--- config.mk ---
export PLATFORM = sky130hd
export DESIGN_NAME = shot_pool_flat
export DESIGN_NICKNAME = d
export VERILOG_FILES = /design/src/rtl/shot_pkg.sv /design/src/rtl/shot_pool_if.sv /design/src/rtl/shot_slot_alloc.sv /design/src/rtl/shot_pool.sv /design/src/flat_wrapper.sv
export SDC_FILE = /design/constraint.sdc
export NUM_CORES = 1
export LEC_CHECK = 0
export ABC_AREA = 1
export CORE_MARGIN = 4
export CORE_UTILIZATION = 50
export DETAILED_ROUTE_END_ITERATION = 16
export PLACE_DENSITY = 0.81
export SLEW_MARGIN = 15
export SYNTH_ARGS = -nofsm -noshare
export SYNTH_HDL_FRONTEND = slang
export SYNTH_SLANG_ARGS = --single-unit
--- constraint.sdc ---
create_clock -name clk -period 2.25 [get_ports clk]
set_clock_uncertainty 0.1 [all_clocks]
set_input_delay 0.45 -clock clk [delete_from_list [all_inputs] [get_ports clk]]
set_output_delay 0.45 -clock clk [all_outputs]
set_load 0.01 [all_outputs]
--- src/rtl/shot_pkg.sv ---
// Shared types and constants for the multi-shot bullet pool.
package shot_pkg;

    typedef enum logic [2:0] {
        StIdle,
        StScan,
        StErase,
        StMove,
        StDraw
    } shot_state_e;

    localparam logic [2:0] COLOUR_ERASE = 3'b000;
    localparam logic [2:0] COLOUR_DRAW  = 3'b111;

    localparam int unsigned DEFAULT_START_Y = 105;
    localparam int unsigned DEFAULT_STEP    = 5;

    // Index width for n slots, never less than one bit.
    function automatic int unsigned idx_width(input int unsigned n);
        return (n > 1) ? $clog2(n) : 1;
    endfunction

endpackage

--- src/rtl/shot_pool_if.sv ---
// Pixel request channel from the shot pool to the VGA plotter (valid/ready).
interface shot_pool_if #(
    parameter int unsigned X_W   = 8,
    parameter int unsigned Y_W   = 7,
    parameter int unsigned IDX_W = 2
);
    logic             draw_valid;
    logic             draw_ready;
    logic [X_W-1:0]   draw_x;
    logic [Y_W-1:0]   draw_y;
    logic [2:0]       draw_colour;
    logic [IDX_W-1:0] draw_idx;

    modport master (
        output draw_valid, draw_x, draw_y, draw_colour, draw_idx,
        input  draw_ready
    );

    modport slave (
        input  draw_valid, draw_x, draw_y, draw_colour, draw_idx,
        output draw_ready
    );
endinterface

--- src/rtl/shot_slot_alloc.sv ---
// Lowest-index free slot finder for fire allocation.
module shot_slot_alloc #(
    parameter int unsigned NUM_SHOTS = 4,
    parameter int unsigned IDX_W     = 2
) (
    input  logic [NUM_SHOTS-1:0] free_mask,
    output logic [IDX_W-1:0]     free_idx,
    output logic                 found
);
    // Scan downwards so the lowest free index is the last one written.
    always_comb begin
        free_idx = '0;
        found    = 1'b0;
        for (int i = NUM_SHOTS - 1; i >= 0; i--) begin
            if (free_mask[i]) begin
                free_idx = IDX_W'(i);
                found    = 1'b1;
            end
        end
    end
endmodule

--- src/rtl/shot_pool.sv ---
// Multi-shot bullet pool: fire allocation, per-frame motion, retirement and hit kills.
// Optional fire cooldown is enabled by defining SHOT_POOL_COOLDOWN_EN.
module shot_pool
    import shot_pkg::*;
#(
    parameter int unsigned NUM_SHOTS = 4,
    parameter int unsigned X_W       = 8,
    parameter int unsigned Y_W       = 7,
    parameter int unsigned START_Y   = DEFAULT_START_Y,
    parameter int unsigned STEP      = DEFAULT_STEP,
    parameter int unsigned COOLDOWN  = 3,
    localparam int unsigned IDX_W    = idx_width(NUM_SHOTS)
) (
    input  logic                     clk,
    input  logic                     reset,
    input  logic                     frame_tick,
    input  logic                     fire,
    input  logic [X_W-1:0]           xin,
    input  logic                     hit_valid,
    input  logic [IDX_W-1:0]         hit_idx,
    shot_pool_if.master              draw,
    output logic [NUM_SHOTS-1:0]     active_mask,
    output logic [NUM_SHOTS*X_W-1:0] shot_x_flat,
    output logic [NUM_SHOTS*Y_W-1:0] shot_y_flat,
    output logic                     fire_ack,
    output logic                     top_pulse,
    output logic                     busy,
    output logic                     overrun
);
    localparam logic [Y_W-1:0]   START_YV = Y_W'(START_Y);
    localparam logic [Y_W-1:0]   STEP_V   = Y_W'(STEP);
    localparam logic [IDX_W-1:0] LAST_IDX = IDX_W'(NUM_SHOTS - 1);

    shot_state_e          state_q, state_d;
    logic [IDX_W-1:0]     idx_q, idx_d;
    logic [X_W-1:0]       x_q [NUM_SHOTS];
    logic [X_W-1:0]       x_d [NUM_SHOTS];
    logic [Y_W-1:0]       y_q [NUM_SHOTS];
    logic [Y_W-1:0]       y_d [NUM_SHOTS];
    logic [NUM_SHOTS-1:0] live_q, live_d, dying_q, dying_d;
    logic                 pending_q, pending_d, overrun_q, overrun_d;
    logic                 fire_ack_q, fire_ack_d, top_pulse_q, top_pulse_d;
    logic                 advance, cd_ok, found;
    logic [IDX_W-1:0]     free_idx;

    shot_slot_alloc #(.NUM_SHOTS(NUM_SHOTS), .IDX_W(IDX_W)) u_alloc (
        .free_mask (~(live_q | dying_q)),
        .free_idx  (free_idx),
        .found     (found)
    );

    always_comb begin
        state_d     = state_q;
        idx_d       = idx_q;
        x_d         = x_q;
        y_d         = y_q;
        live_d      = live_q;
        dying_d     = dying_q;
        pending_d   = pending_q;
        overrun_d   = overrun_q | (frame_tick && state_q != StIdle);
        fire_ack_d  = 1'b0;
        top_pulse_d = 1'b0;
        advance     = 1'b0;

        if (hit_valid && 32'(hit_idx) < NUM_SHOTS && live_q[hit_idx]) begin
            live_d[hit_idx]  = 1'b0;
            dying_d[hit_idx] = 1'b1;
        end

        // A fire coinciding with frame_tick waits so the new slot is not drawn this sweep.
        if (state_q == StIdle && !frame_tick) begin
            pending_d = 1'b0;
            if ((fire || pending_q) && cd_ok && found) begin
                x_d[free_idx]    = xin;
                y_d[free_idx]    = START_YV;
                live_d[free_idx] = 1'b1;
                fire_ack_d       = 1'b1;
            end
        end else if (fire && cd_ok) begin
            pending_d = 1'b1;
        end

        unique case (state_q)
            StIdle: begin
                if (frame_tick) begin
                    idx_d   = '0;
                    state_d = StScan;
                end
            end
            StScan: begin
                if (live_q[idx_q] || dying_q[idx_q]) state_d = StErase;
                else                                 advance = 1'b1;
            end
            StErase: begin
                if (draw.draw_ready) begin
                    if (dying_q[idx_q]) begin
                        dying_d[idx_q] = 1'b0;
                        advance        = 1'b1;
                    end else begin
                        state_d = StMove;
                    end
                end
            end
            StMove: begin
                if (y_q[idx_q] < STEP_V) begin
                    y_d[idx_q]     = START_YV;
                    live_d[idx_q]  = 1'b0;
                    dying_d[idx_q] = 1'b0;
                    top_pulse_d    = 1'b1;
                    advance        = 1'b1;
                end else begin
                    y_d[idx_q] = y_q[idx_q] - STEP_V;
                    state_d    = StDraw;
                end
            end
            StDraw: begin
                if (draw.draw_ready) advance = 1'b1;
            end
            default: state_d = StIdle;
        endcase

        if (advance) begin
            if (idx_q == LAST_IDX) begin
                state_d = StIdle;
            end else begin
                idx_d   = idx_q + 1'b1;
                state_d = StScan;
            end
        end
    end

`ifdef SHOT_POOL_COOLDOWN_EN
    localparam int unsigned CD_W = idx_width(COOLDOWN + 1);
    logic [CD_W-1:0] cd_q, cd_d;

    assign cd_ok = (cd_q == '0);

    always_comb begin
        cd_d = cd_q;
        if (fire_ack_d)                   cd_d = CD_W'(COOLDOWN);
        else if (frame_tick && !cd_ok)    cd_d = cd_q - 1'b1;
    end

    always_ff @(posedge clk or negedge reset) begin
        if (!reset) cd_q <= '0;
        else        cd_q <= cd_d;
    end
`else
    logic unused_cooldown;
    assign unused_cooldown = ^COOLDOWN;
    assign cd_ok           = 1'b1;
`endif

    always_ff @(posedge clk or negedge reset) begin
        if (!reset) begin
            state_q     <= StIdle;
            idx_q       <= '0;
            live_q      <= '0;
            dying_q     <= '0;
            pending_q   <= 1'b0;
            overrun_q   <= 1'b0;
            fire_ack_q  <= 1'b0;
            top_pulse_q <= 1'b0;
            for (int i = 0; i < NUM_SHOTS; i++) begin
                x_q[i] <= '0;
                y_q[i] <= START_YV;
            end
        end else begin
            state_q     <= state_d;
            idx_q       <= idx_d;
            live_q      <= live_d;
            dying_q     <= dying_d;
            pending_q   <= pending_d;
            overrun_q   <= overrun_d;
            fire_ack_q  <= fire_ack_d;
            top_pulse_q <= top_pulse_d;
            x_q         <= x_d;
            y_q         <= y_d;
        end
    end

    assign draw.draw_valid  = (state_q == StErase) || (state_q == StDraw);
    assign draw.draw_x      = draw.draw_valid ? x_q[idx_q] : '0;
    assign draw.draw_y      = draw.draw_valid ? y_q[idx_q] : '0;
    assign draw.draw_colour = (state_q == StDraw) ? COLOUR_DRAW : COLOUR_ERASE;
    assign draw.draw_idx    = idx_q;

    for (genvar g = 0; g < NUM_SHOTS; g++) begin : g_flat
        assign shot_x_flat[g*X_W +: X_W] = x_q[g];
        assign shot_y_flat[g*Y_W +: Y_W] = y_q[g];
    end

    assign active_mask = live_q;
    assign fire_ack    = fire_ack_q;
    assign top_pulse   = top_pulse_q;
    assign busy        = (state_q != StIdle);
    assign overrun     = overrun_q;
endmodule

--- src/flat_wrapper.sv ---
// flat-port wrapper written by rule: the top's interface ports become plain ports
module shot_pool_flat import shot_pkg::*;
#(
    parameter int unsigned NUM_SHOTS = 4,
    parameter int unsigned X_W       = 8,
    parameter int unsigned Y_W       = 7,
    parameter int unsigned START_Y   = DEFAULT_START_Y,
    parameter int unsigned STEP      = DEFAULT_STEP,
    parameter int unsigned COOLDOWN  = 3,
    localparam int unsigned IDX_W    = idx_width(NUM_SHOTS)
)
  (clk, reset, frame_tick, fire, xin, hit_valid, hit_idx, active_mask, shot_x_flat, shot_y_flat, fire_ack, top_pulse, busy, overrun, draw_draw_valid, draw_draw_x, draw_draw_y, draw_draw_colour, draw_draw_idx, draw_draw_ready);
  shot_pool_if #(.X_W(X_W), .Y_W(Y_W), .IDX_W((2))) draw_i ();
  input  logic clk;
  input  logic reset;
  input  logic frame_tick;
  input  logic fire;
  input  logic [X_W-1:0] xin;
  input  logic hit_valid;
  input  logic [IDX_W-1:0] hit_idx;
  output logic [NUM_SHOTS-1:0] active_mask;
  output logic [NUM_SHOTS*X_W-1:0] shot_x_flat;
  output logic [NUM_SHOTS*Y_W-1:0] shot_y_flat;
  output logic fire_ack;
  output logic top_pulse;
  output logic busy;
  output logic overrun;
  output wire logic [$bits(draw_i.draw_valid)-1:0] draw_draw_valid;
  output wire logic [$bits(draw_i.draw_x)-1:0] draw_draw_x;
  output wire logic [$bits(draw_i.draw_y)-1:0] draw_draw_y;
  output wire logic [$bits(draw_i.draw_colour)-1:0] draw_draw_colour;
  output wire logic [$bits(draw_i.draw_idx)-1:0] draw_draw_idx;
  input wire logic [$bits(draw_i.draw_ready)-1:0] draw_draw_ready;
  assign draw_draw_valid = draw_i.draw_valid;
  assign draw_draw_x = draw_i.draw_x;
  assign draw_draw_y = draw_i.draw_y;
  assign draw_draw_colour = draw_i.draw_colour;
  assign draw_draw_idx = draw_i.draw_idx;
  assign draw_i.draw_ready = draw_draw_ready;
  shot_pool #(.NUM_SHOTS(NUM_SHOTS), .X_W(X_W), .Y_W(Y_W), .START_Y(START_Y), .STEP(STEP), .COOLDOWN(COOLDOWN)) u_core (.clk(clk), .reset(reset), .frame_tick(frame_tick), .fire(fire), .xin(xin), .hit_valid(hit_valid), .hit_idx(hit_idx), .draw(draw_i), .active_mask(active_mask), .shot_x_flat(shot_x_flat), .shot_y_flat(shot_y_flat), .fire_ack(fire_ack), .top_pulse(top_pulse), .busy(busy), .overrun(overrun));
endmodule
**Word level (Yosys, flattened, before mapping)**

Cells that the tools add are included.

- Output and inout port bits: 89
- Word-level logic and storage cells: 150
- Flip-flop bits (word level): 77
- Input port bits: 16

- Bitwise operators: 18
- Reductions and logical operators: 18
- Multiplexer cells: 74
- $lt $le $gt $ge: 11
- Add/subtract/negate cells: 2
- Equal/unequal tests: 11

Operators by type and width:

| operator | count |
|---|---|
| 2-to-1 mux 28 bit | 4 |
| 2-to-1 mux 4 bit | 9 |
| 2-to-1 mux 7 bit | 5 |
| bitwise mux 32 bit | 1 |
| 2-to-1 mux 8 bit | 4 |
| bitwise OR 16 bit | 2 |
| bitwise mux 28 bit | 1 |
| demux 7 bit (select 2 bit) | 2 |
| AND 12 bit | 2 |
| NOT 12 bit | 2 |
| 2-to-1 mux 1 bit | 21 |
| 2-to-1 mux 3 bit | 7 |
| binary-select mux 8 bit (select 2 bit) | 1 |
| demux 8 bit (select 2 bit) | 1 |
| 2-to-1 mux 2 bit | 8 |
| case mux 3 bit (5 select lines) | 1 |
| binary-select mux 7 bit (select 2 bit) | 1 |
| AND 4 bit | 3 |
| != test 3 x 2 -> 1 bit, second input constant | 4 |
| NOT 4 bit | 3 |
| bitwise OR 4 bit | 3 |
| logical AND 1 bit | 9 |
| < comparator 2 x 3 -> 1 bit, second input constant | 3 |
| case mux 4 bit (2 select lines) | 1 |
| other kinds (24) | 36 |

**Depth between registers and ports, before layout**

- Depth after elaboration: 18
- Gate-level depth with buffers: 14
- Gate-level depth less buffers: 12

**Cells and area by module**

Synthesis repeated with hierarchy kept, for this count alone.

- Cells, all modules: 536
- Area total of the unflattened synthesis: 4181.5 um2

By module, submodules not included:

| module | cells each | area each (um2) | seq. area each (um2) | instances |
|---|---|---|---|---|
| shot_pool | 528 | 4145.2 | 1946.9 | 1 |
| shot_slot_alloc | 8 | 36.3 | 0.0 | 1 |

**Worst setup path after synthesis**

No wires, ideal clock.

- Path type: flip-flop to output port
- From: register u_core.idx_q[0], in the netlist u_core.draw.draw_idx[0]
- To: output port draw_draw_x[6]
- Cell stages (with the launch flop): 8
- Path buffers: 4
- Setup slack: 0.176 ns
- Arrival: 1.524 ns
- Path through: dfrtp_1 buf_6 inv_6 buf_6 buf_4 clkbuf_1 o21ai_0 a21oi_1

- Cells in the longest elaborated chain, start to end: 5

RTL lines:

| element | RTL line | RTL |
|---|---|---|
| from (decl) | shot_pool.sv:35 | `logic [IDX_W-1:0] idx_q, idx_d;` |
| from (signal assigned) | shot_pool.sv:170 | `idx_q <= idx_d;` |
| NOT 2 -> 3 bit (not written as such) | shot_pool.sv:183 | `assign draw.draw_x = draw.draw_valid ? x_q[idx_q] : '0;` |
| binary-select mux 8 bit (select 2 bit) | shot_pool.sv:183 |  |
| 2-to-1 mux 8 bit (not written as such) (2 in series) | shot_pool.sv:183 |  |
| 2-to-1 mux 8 bit | shot_pool.sv:183 |  |
| to (decl) | flat_wrapper.sv:29 | `output wire logic [$bits(draw_i.draw_x)-1:0] draw_draw_x;` |

Every way passes these cells. The select of a mux whose other input is x is not followed.

**Worst setup path after layout**

- From: register u_core.state_q[2]
- To: output port draw_draw_colour[0]

- Cells in the longest elaborated chain, start to end: 2

RTL lines:

| element | RTL line | RTL |
|---|---|---|
| from (decl) | shot_pool.sv:34 | `shot_state_e state_q, state_d;` |
| from (signal assigned) | shot_pool.sv:156 | `state_q <= StIdle;` |
| from (signal assigned) | shot_pool.sv:169 | `state_q <= state_d;` |
| == test 3 bit | shot_pool.sv:185 | `assign draw.draw_colour = (state_q == StDraw) ? COLOUR_DRAW : COLOUR_ERASE;` |
| 2-to-1 mux 3 bit | shot_pool.sv:185 |  |
| to (decl) | flat_wrapper.sv:31 | `output wire logic [$bits(draw_i.draw_colour)-1:0] draw_draw_colour;` |

Every way passes these cells.

==> impl_results.md <==
- FF-to-FF path depth: 12
- Crit-path cells: inv_2, nor3_2, buf_4, clkdlybuf4s50_1
- Sw Ratio: 0.440
- DIE AREA: between 9000 and 10000 um2
- Initial antenna violation count: 0
- Reg clk slew, reported paths: 0.09 ns
- Min-Delay Path Class: flip-flop to flip-flop
- Yosys top cell area share: 0.364
- Area leader, netlist: dfrtp_1
- Mapped Area: approximately 4200 um2
- Final setup violation count: 1
- # IOs: 105
- Final-report hold violation count: 0
- Area grow syn2layout: 38.2%
- Mapped Avg Cell Area: 7.54 um2
- Peak supply drop: 0.804 mV
- Commonest non-fill, non-tap cell in the layout: nand2_1
- Kind of critical path: flip-flop to output port
- Critical-path maximum fanout: 5
- Mapped Cells: about 560
- RSZ-0062 raised after global routing: true
- Final TNS setup: -0.00313 ns
- Sequential share of the synthesized area: 0.464
- P_leak: ~3 nW
- Yosys warning total: 0
- Design Power: 9.13 mW
- Syn Nets: 578
- HPWL reported at the end of detailed placement: 9150 um
- Failing checks: setup timing
- Die W: 99.6 um
- Remaining DRCs: 0
- Via/cell ratio: 5.36
- Tmin final: 2.25 ns
- Slew Viols, Final: 0
- Run status: finished, violations left
- Worst slew margin: 0.666
- Worst-Margin Slew: around 0.5 ns
- Metal3 WL: 1150 um
- Initial core utilization: 0.514
- ANT nets after route: 0
- Most frequent cells in the layout: nand2_1, clkdlybuf4s50_1, nor2_1, dfrtp_1, inv_1
- CP arrival: between 1.5 and 2 ns
- CP endpoint kind: output port
- Net Switching: 4.02 mW
- Placeable Area: 8180 um2
- Met2 routed WL: between 6000 and 7000 um
- Logic gate share of total power: 0.579
- Final wirelength: 12800 um
- Clock share of power: 0.127
- Length of routed wiring on met1: 5260 um
- CTS Buf Count: 9
- Number of clock sinks: 77
- Global route total overflow: 0
- Later-pin clock latency in the skew report: 0.36 ns
- Port buffer count: 104
- Via count: 4305
- H-tree depth: 3
- Crit path max-delay cell type: clkdlybuf4s50_1
- Share of cells above drive strength 1: 0.165
- Row count: 33
- Slowest stage delay, CP: 0.53 ns
- Die H: between 90 and 100 um
- Pin count of the biggest net entering global routing: 39
- Total Nets Final: between 700 and 800
- TritonCTS clock tree: built
- CTS max path bufs: 2
- Final WS setup: -0.00313 ns
- Post-synthesis register bit count: 77
- Pre-antenna DRT Iters: 5
- Fillers: 661
- Max Clock Freq: between 400 and 500 MHz
- CP Launch Type: flip-flop
- Clock root cell: clkbuf_8
- GRT Util Overall: 0.258
- Pre-CTS setup slack: around 0.0064 ns
- Seq. cell area: between 1500 and 2000 um2
- Top sig layer: met4
- Hold path depth: 1
- Power per cell area: 1570 nW/um2
- First-pass GRT wire length: between 20000 and 25000 um
- Pint: approximately 5 mW
- Multi-input gate area: 1900 um2
- Iteration-0 DRC Markers: between 300 and 400
- Final period utilization: 1.00
- Antenna Cells: 0
- Synth top area cells: dfrtp_1, nand2_1, dfstp_2
- Vias in the first global route: between 4000 and 5000
- WL per Instance: 15.9 um
- Max Cap Viol: 0
- Critical Path RT: 1.70 ns
- Synth cell types: 33
- GP Congestion: about 0.96
- Flop pwr share: 0.294
==> routing by layer <==
| metal | vias up | track usage |
|---|---|---|
| li1 | 2054 | - |
| met5 | - | 0 |
| met2 | 236 | 0.423 |
| met1 | 1983 | 0.335 |
| met4 | 0 | 0.0851 |
| met3 | 32 | 0.0645 |
==> cell families after synthesis <==
group,share of synthesized area
DFF,0.464
buffers and inverters,0.0906
xor gates and xnor gates,0.00209
and+or+nand+nor,0.304
adders and majority gates,0.0149
AOI/OAI and AO/OA,0.125
==> final timing paths <==
path | start | endpoint | slack (ns)
worst max-delay path | u_core.state_q[2]$_DFFE_PN0P_ | draw_draw_colour[0] | -0.003
worst min-delay path | u_core.overrun$_DFF_PN0_ | u_core.overrun$_DFF_PN0_ | 0.39
worst max register to register | u_core.draw.draw_idx[0]$_DFF_PN0_ | u_core.shot_y_flat[18]$_DFF_PN0_ | 0.12
worst min register to register | u_core.overrun$_DFF_PN0_ | u_core.overrun$_DFF_PN0_ | 0.39
max in group asynchronous | reset | u_core.dying_q[0]$_DFF_PN0_ | 1.00
min in group asynchronous | reset | u_core.pending_q$_DFFE_PN0P_ | 0.50
==> layout make-up <==
class,instances,area share
Multi-Input combinational cell,398,0.327
Timing Repair inverter,1,0.00280
Inverter,63,0.0425
Clock inverter,6,0.0164
Timing Repair Buffer,143,0.231
Clock buffer,10,0.0220
Sequential cell,77,0.336
Tap cell,105,0.0226
==> cell usage after synthesis (all sizes together) <==
cell type	n
nor2	84
nand2	153
nand3	38
o21bai	1
clkbuf	3
ha	5
nand3b	2
dfrtp	61
dfstp	16
inv	63
nor2b	1
buf	16
nand4	8
a31oi	1
xor2	1
a21oi	37
o21ai	64
nor3	3
==> timing repair <==
| action | in CTS | in global routing |
|---|---|---|
| hold endpoints to repair | 20 | 0 |
| endpoints found under the setup margin | 20 | 40 |
| pin swaps | 5 | 3 |
| cloned | 1 | 0 |
| resized for setup | 33 | 34 |
| hold buffers | 1 | 0 |
| buffers inserted | 4 | 5 |
==> power by group through the flow <==
stage | sequential [mW] | combinational [mW] | clock (mW)
detailed placement | 2.65 | 5.16 | 0
floorplan | 2.79 | 2.52 | 0
CTS | 2.65 | 5.24 | 1.16
global route | 2.75 | 5.78 | 1.25
finish | 2.68 | 5.29 | 1.16
global placement | 2.65 | 5.04 | 0
==> stage by stage <==
step | hold slack [ns] | cell area, um2 | util | cells
6_report | 0.391 | 5800 | 0.710 | 803
5_1_grt | 0.418 | 5800 | 0.710 | 803
4_1_cts | 0.397 | 5760 | 0.705 | 799
3_5_place_dp | 0.348 | 5480 | 0.671 | 777
3_3_place_gp | 0.348 | 5480 | 0.671 | 777
2_1_floorplan | 0.0544 | 4200 | - | 557
==> registers in the layout, indices dropped and copies added, names as in the netlist, 2 cells and up <==
name	count
u_core.shot_y_flat	28
u_core.dying_q	4
u_core.draw.draw_idx	2
u_core.shot_x_flat	32
u_core.active_mask	4
u_core.state_q	3
==> worst max-delay path, delay by kind of cell, from the launching register on <==
family / cells / cell delay (ns)
flip-flops: 1 / 0.36
buffers and inverters: 3 / 0.76
AND/OR/NAND/NOR: 1 / 0.22
Note: power is estimated with default switching activity, not from simulation.
